**config.mk**
```make
export PLATFORM = sky130hd
export DESIGN_NAME = apb_completer_regs
export DESIGN_NICKNAME = d
export VERILOG_FILES = /design/src/rtl/apb_pkg.sv /design/src/rtl/apb_regbank.sv /design/src/rtl/apb_completer_regs.sv
export SDC_FILE = /design/constraint.sdc
export NUM_CORES = 1
export LEC_CHECK = 0
export ABC_AREA = 1
export ABC_CLOCK_PERIOD_IN_PS = 5400
export CAP_MARGIN = 40
export CELL_PAD_IN_SITES_DETAIL_PLACEMENT = 1
export CELL_PAD_IN_SITES_GLOBAL_PLACEMENT = 1
export CORE_UTILIZATION = 40
export CTS_CLUSTER_DIAMETER = 40
export CTS_CLUSTER_SIZE = 24
export DETAILED_ROUTE_END_ITERATION = 16
export DONT_BUFFER_PORTS = 1
export PLACE_DENSITY = 0.73
export SLEW_MARGIN = 20
export SYNTH_ARGS = -nofsm -noshare
export SYNTH_HDL_FRONTEND = slang
export SYNTH_SLANG_ARGS = --single-unit
```
**constraint.sdc**
```tcl
create_clock -name pclk -period 5.4 [get_ports pclk]
set_input_delay 1.62 -clock pclk [delete_from_list [all_inputs] [get_ports pclk]]
set_output_delay 1.62 -clock pclk [all_outputs]
set_load 0.01 [all_outputs]
```
**src/rtl/apb_pkg.sv**
```systemverilog
// Shared APB definitions: bus widths, completer FSM states and the
// default identification word returned by register 0.
package apb_pkg;

    localparam int unsigned APB_DATA_W = 32;
    localparam int unsigned APB_STRB_W = 4;

    localparam logic [APB_DATA_W-1:0] APB_DEFAULT_ID = 32'hA9B0_0001;

    typedef enum logic {
        IDLE,
        ACCESS
    } apb_state_t;

endpackage

```
**src/rtl/apb_regbank.sv**
```systemverilog
// Register storage for the APB completer.
// NUM_REGS x 32-bit registers with a byte-strobed write port and an
// asynchronous read port. Register 0 is hard-wired to ID_VALUE and
// ignores writes.
// Ports:
//   pclk   - clock, rising edge
//   preset - asynchronous reset, active-low (clears regs 1..NUM_REGS-1)
//   we     - write enable
//   widx   - write register index
//   wdata  - write data
//   wstrb  - byte lane enables, wstrb[i] -> wdata[8i+7:8i]
//   ridx   - read register index
//   rdata  - read data (combinational)
module apb_regbank
    import apb_pkg::*;
#(
    parameter int unsigned             NUM_REGS = 16,
    parameter logic [APB_DATA_W-1:0]   ID_VALUE = APB_DEFAULT_ID,
    localparam int unsigned            IDX_W    = $clog2(NUM_REGS)
) (
    input  logic                  pclk,
    input  logic                  preset,
    input  logic                  we,
    input  logic [IDX_W-1:0]      widx,
    input  logic [APB_DATA_W-1:0] wdata,
    input  logic [APB_STRB_W-1:0] wstrb,
    input  logic [IDX_W-1:0]      ridx,
    output logic [APB_DATA_W-1:0] rdata
);

    logic [APB_DATA_W-1:0] regs [NUM_REGS];

    // regs[0] is reset and never written; reads of index 0 bypass it.
    always_ff @(posedge pclk or negedge preset) begin
        if (!preset) begin
            for (int unsigned i = 0; i < NUM_REGS; i++) begin
                regs[i] <= '0;
            end
        end else if (we && (widx != '0)) begin
            for (int unsigned b = 0; b < APB_STRB_W; b++) begin
                if (wstrb[b]) begin
                    regs[widx][8*b +: 8] <= wdata[8*b +: 8];
                end
            end
        end
    end

    always_comb begin
        rdata = (ridx == '0) ? ID_VALUE : regs[ridx];
    end

endmodule

```
**src/rtl/apb_completer_regs.sv**
```systemverilog
// APB completer with a bank of 32-bit registers, byte-strobe writes,
// programmable wait states and error signalling on pslverr.
// Ports:
//   pclk    - clock, rising edge
//   preset  - asynchronous reset, active-low
//   psel    - select for this completer
//   penable - access phase marker
//   paddr   - byte address
//   pwrite  - 1 = write, 0 = read
//   pprot   - protection attributes (accepted, not checked)
//   pwdata  - write data
//   pstrb   - byte lane enables
//   prdata  - read data, valid with pready on an error-free read, else 0
//   pready  - transfer completion
//   pslverr - transfer error, asserted only together with pready
module apb_completer_regs
    import apb_pkg::*;
#(
    parameter int unsigned           ADDR_W      = 32,
    parameter int unsigned           NUM_REGS    = 16,
    parameter int unsigned           WAIT_STATES = 1,
    parameter logic [APB_DATA_W-1:0] ID_VALUE    = APB_DEFAULT_ID
) (
    input  logic                  pclk,
    input  logic                  preset,
    input  logic                  psel,
    input  logic                  penable,
    input  logic [ADDR_W-1:0]     paddr,
    input  logic                  pwrite,
    input  logic [2:0]            pprot,
    input  logic [APB_DATA_W-1:0] pwdata,
    input  logic [APB_STRB_W-1:0] pstrb,
    output logic [APB_DATA_W-1:0] prdata,
    output logic                  pready,
    output logic                  pslverr
);

    localparam int unsigned       IDX_W      = $clog2(NUM_REGS);
    localparam logic [3:0]        WS         = 4'(WAIT_STATES);
    localparam logic [ADDR_W-1:0] ADDR_LIMIT = ADDR_W'(NUM_REGS * 4);

    apb_state_t state_q, state_d;
    logic [3:0] cnt_q, cnt_d;

    logic [IDX_W-1:0]      idx;
    logic                  err;
    logic                  commit;
    logic [APB_DATA_W-1:0] rd_data;

    logic unused_pprot;
    assign unused_pprot = ^pprot;

    always_ff @(posedge pclk or negedge preset) begin
        if (!preset) begin
            state_q <= IDLE;
            cnt_q   <= '0;
        end else begin
            state_q <= state_d;
            cnt_q   <= cnt_d;
        end
    end

    // A psel drop is checked before completion, so an abort wins over a
    // counter that would otherwise reach WAIT_STATES in the same cycle.
    always_comb begin
        state_d = state_q;
        cnt_d   = cnt_q;
        case (state_q)
            IDLE: begin
                if (psel) begin
                    state_d = ACCESS;
                    cnt_d   = '0;
                end
            end
            ACCESS: begin
                if (!psel) begin
                    state_d = IDLE;
                    cnt_d   = '0;
                end else if (penable) begin
                    if (cnt_q == WS) begin
                        state_d = IDLE;
                        cnt_d   = '0;
                    end else begin
                        cnt_d = cnt_q + 4'd1;
                    end
                end
            end
            default: begin
                state_d = IDLE;
                cnt_d   = '0;
            end
        endcase
    end

    assign pready = (state_q == ACCESS) & psel & penable & (cnt_q == WS);

    assign idx    = paddr[IDX_W+1:2];
    assign err    = (paddr[1:0] != 2'b00)
                  | (paddr >= ADDR_LIMIT)
                  | (pwrite & (idx == '0));
    assign commit = pready & pwrite & ~err;

    apb_regbank #(
        .NUM_REGS (NUM_REGS),
        .ID_VALUE (ID_VALUE)
    ) u_regbank (
        .pclk   (pclk),
        .preset (preset),
        .we     (commit),
        .widx   (idx),
        .wdata  (pwdata),
        .wstrb  (pstrb),
        .ridx   (idx),
        .rdata  (rd_data)
    );

    assign prdata  = (pready & ~pwrite & ~err) ? rd_data : '0;
    assign pslverr = pready & err;

endmodule

```
Yosys cells after proc, flatten, opt, wreduce, memory -nomap -nowiden
Cells that the tools add are included.
{"block": "totals", "regBits": 517, "input_bits": 76, "output_inout_bits": 34, "word_cells": 80}
{"block": "classes", "n_addsub": 1, "n_lt_le_gt_ge": 3, "n_eq_ne": 3, "mux": 34, "n_bitwise": 15, "n_reduce_logical": 6}
{"op": "$mux W512", "n": 7}
{"op": "$bwmux W512", "n": 4}
{"op": "$demux W32 S4", "n": 4}
{"op": "$mux W32", "n": 5}
{"op": "$bmux W32 S4", "n": 1}
{"op": "$ge A32 B7 Y1 const B", "n": 1}
{"op": "$mux W24", "n": 1}
{"op": "$mux W16", "n": 1}
{"op": "$mux W4", "n": 4}
{"op": "$and A1 B1 Y1", "n": 9}
{"op": "$mux W8", "n": 1}
{"op": "$pmux W4 S2", "n": 1}
{"op": "$ge A5 B5 Y1 const B", "n": 1}
{"op": "$lt A5 B1 Y1 const B", "n": 1}
{"op": "$not A4 Y5", "n": 1}
{"op": "$add A4 B1 Y4 const B", "n": 1}
{"op": "$eq A4 B1 Y1 const B", "n": 1}
{"op": "$logic_not A4 Y1", "n": 1}
{"op": "$mux W1", "n": 4}
{"op": "$reduce_bool A4 Y1", "n": 1}
{"op": "$ne A3 B3 Y1 const B", "n": 1}
{"op": "$not A1 Y1", "n": 3}
{"op": "$logic_and A1 B1 Y1", "n": 2}
{"op": "$ne A2 B2 Y1 const B", "n": 1}
{"op": "other kinds (4)", "n": 5}

Longest topological paths before layout
{"block": "depth", "depth_word": 16, "depth_mapped": 11}

By module
Synthesis repeated with hierarchy kept, for this count alone.
{"block": "unflattened", "cells_unflattened": 3350, "hier_area_um2": 25055.3}
{"module": "apb_regbank", "instances": 1, "cells_each": 3213, "area_per_inst_um2": 24088.1}
{"module": "apb_completer_regs", "instances": 1, "cells_each": 137, "area_per_inst_um2": 967.2}

Least setup slack after synthesis
No wires, ideal clock.
{"block": "synth_timing", "kind": "input port to output port", "startpoint": "input paddr[19]", "endpoint": "output prdata[10]", "arrival_ps": 2850, "required_ps": 3780, "path_slack_ps": 930, "stages": 9, "cell_sequence": "nor2_1 nand2_1 nor2_1 nand3_1 nor2_1 buf_4 nand4_1 buf_2 nor2_1"}
{"block": "synth_via", "elab_chain_cells": 6}
{"item": "start: declaration", "line": "apb_completer_regs.sv:28", "rtl": "input logic [ADDR_W-1:0] paddr,"}
{"item": "$ge A32 B7 Y1", "line": "apb_completer_regs.sv:99", "rtl": "| (paddr >= ADDR_LIMIT)"}
{"item": "$or A1 B1 Y1", "line": "apb_completer_regs.sv:99"}
{"item": "$or A1 B1 Y1", "line": "apb_completer_regs.sv:100", "rtl": "| (pwrite & (idx == '0));"}
{"item": "$not A1 Y1", "line": "apb_completer_regs.sv:117", "rtl": "assign prdata = (pready & ~pwrite & ~err) ? rd_data : '0;"}
{"item": "$and A1 B1 Y1", "line": "apb_completer_regs.sv:117"}
{"item": "$mux W32", "line": "apb_completer_regs.sv:117"}
{"item": "end: declaration", "line": "apb_completer_regs.sv:33", "rtl": "output logic [APB_DATA_W-1:0] prdata,"}
Every way passes these cells.

Worst setup path in the final report
{"block": "layout_timing", "startpoint": "input paddr[2]", "endpoint": "output prdata[19]"}
{"block": "layout_via", "elab_chain_cells": 6, "elab_cells_between_ends": 13, "cone_classes": "1 x order compare; 5 x mux; 6 x bitwise; 1 x reduce/logical"}
{"item": "$ge A32 B7 Y1 (tied with other cells)", "line": "apb_completer_regs.sv:99"}
{"item": "$or A1 B1 Y1 (tied with other cells)", "line": "apb_completer_regs.sv:99"}
{"item": "$or A1 B1 Y1 or $mux W32 (tied branches)", "line": "apb_completer_regs.sv:100, apb_regbank.sv:49"}
{"item": "$not A1 Y1 or $mux W32 (tied branches)", "line": "apb_completer_regs.sv:117, apb_regbank.sv:49"}
{"item": "$and A1 B1 Y1 or $mux W32 (tied branches)", "line": "apb_completer_regs.sv:117, apb_regbank.sv:49"}
{"item": "$mux W32 (*)", "line": "apb_completer_regs.sv:117"}
Every way passes the cells marked *; elsewhere a longest branch is shown, timed or not. The select of a mux whose other input is x is not followed.

==> run metrics <==
Die X-Extent 258 um; fill cell count 7565; Post-Syn Area 0.0263 mm^2; Resized cells post-CTS 0; ant diodes 0; gpl congestion 0.843; max-slew violation count 432; final setup vio count 0; Post-Place Worst Slack 0.398 ns; clk slew on worst S/H paths 0.05 ns; final net count 3201; Std-Cell Rows 93; hold_buf cts 0; WL/cell 23.8 um; synthesis warning total 0; worst r2r src cnt_q[1]; Largest stage delay, worst path 0.50 ns; combinational power share 3.6%; CP max-delay cell nor2_4; IO Port Bufs 0; vias in the first global route 26100; postcts setup bufs 0; final worst slack 0.309 ns; drt pass-1 iters 5; Primary FF master, synth dfrtp_1; syn avg cell area 8.22 um^2; pin count of the biggest net entering global routing 513; Pleak 15.7 nW; CP endpoint prdata[19]; antenna violations before repair 0; Yosys reg bits 512; register area share after synthesis 48.7%; CP Launch Point paddr[2]; gr ovfl total 0; Period minus WS final 5.09 ns; CP dominant cell by count nand2_1; clk_lat worst skew 0.63 ns; failing checks slew limit; Routed Antenna Nets 0; Via Count 24500; Die Span Y 258 um; number of enable flip-flop cells after synthesis 0; Vias/cell 6.04; P_sw 0.00241 W; run status complete, but fails checks; Cells after Synth 3202; GRT Util Overall 29.2%; cell type with the largest total area after synthesis dfrtp_1; H-tree Lvls 3; CTS Buffer Depth 3; DP HPWL 58.5 mm; Fin Clk Skew 0.0197 ns; Synth-to-Final Area Change 15.9%; WS Path Type primary input to primary output; sequential power share 37.9%; setup_tns 0 ns; Synth top area share 48.7%; fmax 196 MHz; I/O Pins 110; layout cells sized above 1 11.8%; met3 usage 4.21%; first-pass GRT wire length 153 mm; pwr dens 333 mW/mm^2; CTS tree done; Max Cap Viol 0; Worst-Margin Slew 2.03 ns; Worst Path Arrival 3.47 ns; critical path required time 3.78 ns; Syn Nets 3280; GR Util met1 39.1%; Inserted Clock Buffers 89; Setup crit start kind primary input; WL final 96.5 mm; clk sinks 512; worst hold path type flip-flop to flip-flop; Final Hold Viols 0; synth unique cells 27; M2 GR Usage 47.6%; Clock Power Share 58.5%; asr flop ratio synth 100%; 1st-iter DRT viols 2277; top post-synthesis cells by area dfrtp_1 (49%), nand2_1 (19%), nand4_1 (8.9%); Worst R2R Setup Slack 2.36 ns; RSZ-0062 raised after global routing false; core area 0.0647 mm^2; crit end category primary output; busiest grt layer met2; R2R Path End u_regbank.regs[463]; FF-to-FF path depth 10; internal power 0.00776 W; CP max FO 22; Initial Utilization 40.7%; Root Buffer clkbuf_16; CP Cell Sequence inv_2, nor2_4, buf_12, a22oi_1, nand2_1, nand2_1, nand2_1, nor2_1, nor2_1, buf_4; crit share post-route 94.3%; Max IR drop VDD 0.233 mV; Switching Share 23.7%; Util after Layout 47.1%; relative slew slack -35.6%; Die ar. 0.0668 mm^2; drc violations 0
[synth_stat cells (4+ instances only)]
cell	instances
a22oi_1	231
buf_1	16
buf_2	82
buf_6	6
clkbuf_1	173
dfrtp_1	512
inv_1	19
inv_2	23
nand2_1	1322
nand3_1	131
nand4_1	375
nand4_4	40
nor2_1	84
nor2_2	4
nor2_4	23
nor2_8	10
nor3_1	123
o21ai_0	9
[metrics by stage]
step           hold WS, ns  power [W]  cells  cell area [um^2]
6_report             0.376     0.0102   4051             30500
5_1_grt              0.388     0.0104   4051             30500
4_1_cts              0.380     0.0102   4047             30400
3_5_place_dp         0.368    0.00427   3883             27300
3_3_place_gp         0.365    0.00426   3882             27300
2_1_floorplan        0.430    0.00419   3202             26300
[worst min-delay path by stage]
stage                   startpoint                   to  slack, ns  cells after the start
5_1_grt        u_regbank.regs[495]  u_regbank.regs[495]       0.39                      0
2_1_floorplan  u_regbank.regs[481]  u_regbank.regs[481]       0.43                      1
4_1_cts        u_regbank.regs[482]  u_regbank.regs[482]       0.38                      0
3_5_place_dp   u_regbank.regs[505]  u_regbank.regs[505]       0.37                      0
3_3_place_gp   u_regbank.regs[503]  u_regbank.regs[503]       0.37                      0
6_report       u_regbank.regs[482]  u_regbank.regs[482]       0.38                      0
[cells in the final DEF (no fill, tap or decap), types with 2 or more instances in the layout]
cell type / n
nor2_2: 3
nand2_2: 3
clkbuf_1: 6
clkbuf_8: 10
nor2_1: 82
inv_2: 22
buf_8: 2
buf_12: 23
nor2_4: 26
buf_4: 82
nand4_4: 40
nor3_1: 122
nor2_8: 10
ha_1: 2
bufinv_16: 11
o21ai_0: 9
inv_4: 5
clkinvlp_4: 12
nand2_1: 1322
a22oi_1: 231
a31oi_1: 3
clkinv_2: 9
buf_6: 2
inv_6: 11
clkbuf_16: 93
dfrtp_1: 512
nand3_1: 131
clkinv_4: 11
inv_1: 18
o22ai_1: 3
nand4_1: 375
[worst max-delay path, delay by kind of cell]
kind | cells | cell delay (ns)
AND/OR/NAND/NOR | 6 | 1.21
buffers and inverters | 3 | 0.54
AO/OA/AOI/OAI | 1 | 0.09
[cell type report]
class	instances	area, um^2	area share, %
clock buffer	109	2490	8.16
clock inverter	55	669	2.20
inverter	45	181	0.595
multi-input combinational	2366	12100	39.8
sequential	512	12800	42.0
tap	855	1070	3.51
timing repair buffer	109	1130	3.70
[routing by layer]
layer / routed length (um) / up-vias / part of all wire, %
li1: - / 10900 / -
met1: 41500 / 12600 / 43
met2: 46700 / 791 / 48
met3: 5230 / 176 / 5.4
met4: 3080 / 0 / 3.2
met5: 0 / - / 0
[power groups by stage]
stage | Clock, W | Sequential, W | Combinational, W
finish | 0.00595 | 0.00385 | 0.000362
global route | 0.00619 | 0.00385 | 0.000377
CTS | 0.00603 | 0.00385 | 0.000353
detailed placement | 0 | 0.00392 | 0.000351
global placement | 0 | 0.00392 | 0.000340
floorplan | 0 | 0.00392 | 0.000269
[cells by family (layout without fill, tap and decap cells)]
group                      Yosys count  in the layout  synth area share, %
adders and majority gates            2              2               0.0951
and+or+nand+nor                   2116           2116                 39.0
DFF                                512            512                 48.7
xor gates and xnor gates             2              2               0.0666
AOI/OAI and AO/OA                  246            246                 6.91
buffers and inverters              324            318                 5.24
[sequential cells by signal, indices dropped and copies added (netlist names)]
register and flops:
cnt_q 4, u_regbank.regs 507, state_q 1
Note: power is estimated with default switching activity, not from simulation.
